### src/rtl/wb_regfile.sv
// Writeback stage: selects the WB result, writes the 32-entry integer register file,
// serves two decode read ports with same-cycle write-through, and counts retired instructions.
module wb_regfile #(
  parameter int XLEN = 32,
  parameter int NREG = 32,
  parameter int CNTW = 64
) (
  input  logic            clk,
  input  logic            rst,
  input  logic            validw,
  input  logic            regWrtw,
  input  logic [1:0]      rsltSrcw,
  input  logic [XLEN-1:0] aluRsltw,
  input  logic [XLEN-1:0] readDw,
  input  logic [XLEN-1:0] pc4w,
  input  logic [XLEN-1:0] ujWrtBckw,
  input  logic [4:0]      rdw,
  input  logic [4:0]      rs1d,
  input  logic [4:0]      rs2d,
  output logic [XLEN-1:0] rd1d,
  output logic [XLEN-1:0] rd2d,
  output logic [XLEN-1:0] resultw,
  output logic            wbEnw,
  output logic [CNTW-1:0] instret
);

  logic [XLEN-1:0] regs_q [NREG];
  logic [XLEN-1:0] regs_d [NREG];
  logic [CNTW-1:0] instret_q;
  logic [CNTW-1:0] instret_d;
  logic            byp_en;

  always_comb begin
    resultw = aluRsltw;
    case (rsltSrcw)
      2'b00:   resultw = aluRsltw;
      2'b01:   resultw = readDw;
      2'b10:   resultw = pc4w;
      2'b11:   resultw = ujWrtBckw;
      default: resultw = aluRsltw;
    endcase
  end

  // rdw != 0 keeps x0 out of both the write path and the bypass path.
  assign wbEnw  = validw & regWrtw & (rdw != 5'd0);
  assign byp_en = wbEnw & ~rst;

  always_comb begin
    regs_d = regs_q;
    if (wbEnw) regs_d[rdw] = resultw;
    regs_d[0] = '0;
  end

  always_comb begin
    instret_d = instret_q;
    if (validw) instret_d = instret_q + 1'b1;
  end

  // Reads are forced to zero while reset is held so a live bypass cannot leak through.
  always_comb begin
    rd1d = '0;
    if (!rst && rs1d != 5'd0) begin
      if (byp_en && rs1d == rdw) rd1d = resultw;
      else                       rd1d = regs_q[rs1d];
    end
  end

  always_comb begin
    rd2d = '0;
    if (!rst && rs2d != 5'd0) begin
      if (byp_en && rs2d == rdw) rd2d = resultw;
      else                       rd2d = regs_q[rs2d];
    end
  end

  always_ff @(posedge clk or posedge rst) begin
    if (rst) begin
      for (int i = 0; i < NREG; i++) regs_q[i] <= '0;
      instret_q <= '0;
    end else begin
      regs_q    <= regs_d;
      instret_q <= instret_d;
    end
  end

  assign instret = instret_q;

endmodule

### config.mk
export PLATFORM = sky130hd
export DESIGN_NAME = wb_regfile
export DESIGN_NICKNAME = d
export VERILOG_FILES = /design/src/rtl/wb_regfile.sv
export SDC_FILE = /design/constraint.sdc
export NUM_CORES = 2
export LEC_CHECK = 0
export BUFFER_PORTS_ARGS = -buffer_cell sky130_fd_sc_hd__buf_2
export CORE_MARGIN = 2
export CORE_UTILIZATION = 38
export CTS_CLUSTER_SIZE = 14
export DETAILED_ROUTE_END_ITERATION = 7
export SETUP_SLACK_MARGIN = 0.02
export SLEW_MARGIN = 20
export SYNTH_ARGS = -nofsm -noshare
export SYNTH_HDL_FRONTEND = slang
export SYNTH_SLANG_ARGS = --single-unit
### constraint.sdc
create_clock -name clk -period 39.9 [get_ports clk]
set_input_delay 3.99 -clock clk [delete_from_list [all_inputs] [get_ports clk]]
set_output_delay 3.99 -clock clk [all_outputs]
set_load 0.02 [all_outputs]
==> flow_summary_export.csv <==
group,metric,value,unit
setup_path,criticalPathCategory,"input port to output port",
hold_path,min-delay-start,"instret[63]",
setup_path,crit_required,35.91,ns
clock_tree,cts_tree,"built",
placed_design,place_ws,26.63,ns
setup_path,cp.arrival,9.22,ns
floorplan,rows,140,
pwr,p_per_area,47.4,nW/um^2
synthesis,syn-num-nets,5506,
sta,hold_violations,0,
sta,finalSetupViolCount,0,
placed_design,dp_hpwl,107,mm
cells_and_area,drive_gt1_share,20.8,%
placed_design,place.gp.congestion,0.826,
setup_path,reg2reg_from,"instret[29]",
sta,setup_tns,0,ns
synthesis,yosys_warnings,0,
sta,rsz0062_at_grt,"false",
setup_path,crit_family,"buffers and inverters",
route,vias,43900,
sta,fin_crit_sh,33.1,%
clock_tree,cts_root_buffer,"clkbuf_16",
clock_tree,cts_sinks,1056,
hold_path,holdPathStages,1,
setup_path,path_max_fanout,85,
sta,period_minus_slack,13.21,ns
clock_tree,cts-resized-gates,0,
synthesis,synth_area,55700,um^2
synthesis,ys_ff_latch,1056,
clock_tree,numCtsBuffers,115,
route,drt_pass1_iterations,6,
setup_path,max_stage_delay,0.77,ns
synthesis,synth_cell_type_count,49,
floorplan,die_h,387,um
route,first_iter_violations,4545,
hold_path,hold_end,"instret[63]",
clock_tree,clk-insertion-delay-late,0.73,ns
clock_tree,hold_buffers,0,
floorplan,core_area,146000,um^2
setup_path,startpoint_type,"input port",
cells_and_area,fin_nets,5487,
placed_design,dp_cells,7136,
hold_path,min_path_type,"register to register",
pwr,p_leak,27.8,nW
global_route,antenna_found_initial,6,
clock_tree,path_clk_slew,0.06,ns
synthesis,syn_area_per_cell,10.4,um^2
route,drcViolationCount,0,
sta,setup_slack,26.69,ns
cells_and_area,postLayoutCoreUtil,43.0,%
floorplan,start_util,38.3,%
sta,max_freq,0.0757,GHz
clock_tree,clk_path_buf_depth,3,
synthesis,synth-edff-count,0,
route,wl_per_cell,26.2,um
sta,worstMarginPinSlew,1.24,ns
setup_path,reg2reg_slack,37.41,ns
setup_path,r2r_end,"instret[56]",
synthesis,synth_cells,5356,
setup_path,r2r_cells,6,
global_route,grtUsageTotal,25.3,%
floorplan,dieArea,150000,um^2
sta,clock_skew,0.0153,ns
pwr,peakVddDrop,0.0000350,V
route,drt-total-wl,192,mm
route,viasPerCell,5.98,
clock_tree,postCtsSetupBuffers,0,
global_route,grt_pass1_wl,287,mm
route,ant_nets,0,
synthesis,ys_dominant_reg_cell,"dfrtp_1",
sta,slew_violations,0,
placed_design,io_buffer_count,309,
cells_and_area,fin_cells,7346,
run,max-cap-violations,0,
cells_and_area,area_growth,12.3,%
setup_path,worstPathCellList,"buf_8 > buf_4 > buf_4 > buf_12 > buf_4 > mux4_2 > nor2b_1 > a31oi_1 > o2111a_1 > o32ai_1 > buf_2",
synthesis,seq_area_frac_synth,47.4,%
clock_tree,h-tree-depth,3,
floorplan,die_x,387,um
setup_path,cp_num_buf_inv,6,
setup_path,slowest_stage,"buf_4",
synthesis,async_reset_ff_share,100,%
floorplan,io-pin-count,310,
setup_path,end_kind,"output port",
sta,relSlewSlack,17.2,%
run_status,status,"finished, final reports clean",
global_route,grt_pass1_vias,42800,
global_route,grt_max_degree,166,
global_route,grt-ovfl-total,0,
setup_path,crit_top_cell,"buf_4",
## report_power, final
group	total [W]	internal [W]	switching (W)	leakage [nW]
clock	0.00108	0.000634	0.000448	1.88
combinational	0.000535	0.000240	0.000295	11.9
sequential	0.00135	0.00123	0.000122	14.1
## per-layer routing
layer	part of all wire [%]	track usage, %	up-vias
met3	9.0	5.78	366
met4	3.4	7.98	4
li1	-	-	19400
met2	44	37.7	1860
met5	0.014	0	-
met1	44	36.7	22300
## how the worst max path moves through the flow
stage / start / to / slack [ns] / cells past startpoint
floorplan: rst / instret[0] / 6.19 / 1
global placement: rs1d[0] / rd1d[25] / 26.62 / 11
detailed placement: rs1d[0] / rd1d[26] / 26.63 / 11
CTS: rs1d[0] / rd1d[26] / 26.61 / 11
global route: rs1d[0] / rd1d[25] / 26.41 / 11
finish: rs1d[0] / rd1d[25] / 26.69 / 11
## cell usage after synthesis (all sizes together), types with 15 or more instances
cell type / count / area (um^2)
nand2: 1199 / 4500
o21ai: 1058 / 5300
dfrtp: 1056 / 26400
clkbuf: 409 / 1540
mux2i: 328 / 3280
mux4: 326 / 7340
buf: 135 / 677
mux2: 130 / 1460
a221oi: 123 / 1080
a21oi: 70 / 350
xnor2: 54 / 473
nand3: 52 / 260
nand4: 40 / 256
inv: 38 / 143
a221o: 31 / 310
o211ai: 31 / 233
o32ai: 31 / 272
o2111a: 30 / 338
o2111ai: 30 / 263
o22ai: 30 / 188
nor2b: 22 / 138
xor2: 19 / 166
a22oi: 18 / 135
nor2: 18 / 67.6
a31oi: 16 / 100
nor3: 15 / 96.4
## through the flow
stage	cell area [um^2]	hold WS [ns]	total power, W
floorplan	55700	0.460	0.00173
global placement	58700	0.460	0.00188
detailed placement	58700	0.458	0.00190
CTS	62500	0.470	0.00298
global route	62600	0.479	0.00310
finish	62600	0.465	0.00297
## registers in the layout, indices dropped and copies added, names as in the netlist
name / flops
instret: 64
regs_q: 992
## cell families after synthesis
kind of cell	after synthesis	share of synthesized area, %
AOI/OAI and AO/OA	1471	15.4
adders and majority gates	1	0.0224
muxes	784	21.7
xor gates and xnor gates	73	1.15
DFF	1056	47.4
buffers and inverters	582	4.23
and+or+nand+nor	1389	10.1
## cell usage in the layout (no fill, tap or decap), drive strengths merged, types with 15 or more instances in the layout
| cell type | instances |
|---|---|
| o2111ai | 30 |
| xnor2 | 54 |
| a21oi | 70 |
| o32ai | 31 |
| a221o | 31 |
| dfrtp | 1056 |
| xor2 | 19 |
| mux4 | 326 |
| a31oi | 16 |
| nand4 | 40 |
| clkinv | 19 |
| inv | 41 |
| clkbuf | 178 |
| nor2b | 22 |
| o22ai | 30 |
| mux2 | 130 |
| o211ai | 31 |
| nor3 | 15 |
| mux2i | 328 |
| a22oi | 18 |
| buf | 408 |
| o21ai | 1058 |
| o2111a | 30 |
| nand2 | 1199 |
| a221oi | 123 |
| nor2 | 18 |
| nand3 | 52 |
## layout make-up
type,instances,area [um^2]
tap,1917,2400
clock inverter,30,339
inverter,38,150
fill,13800,83000
multi-input combinational,3718,27400
sequential,1056,26400
clock buffer,178,3450
timing repair buffer,408,2440
antenna,1,2.50
## worst reg2reg max path, delay by kind of cell (launching register included)
kind,cells,cell delay (ns)
DFF,1,0.46
and+or+nand+nor,5,1.74
xor gates and xnor gates,1,0.16
(Power assumes the default switching activity.)
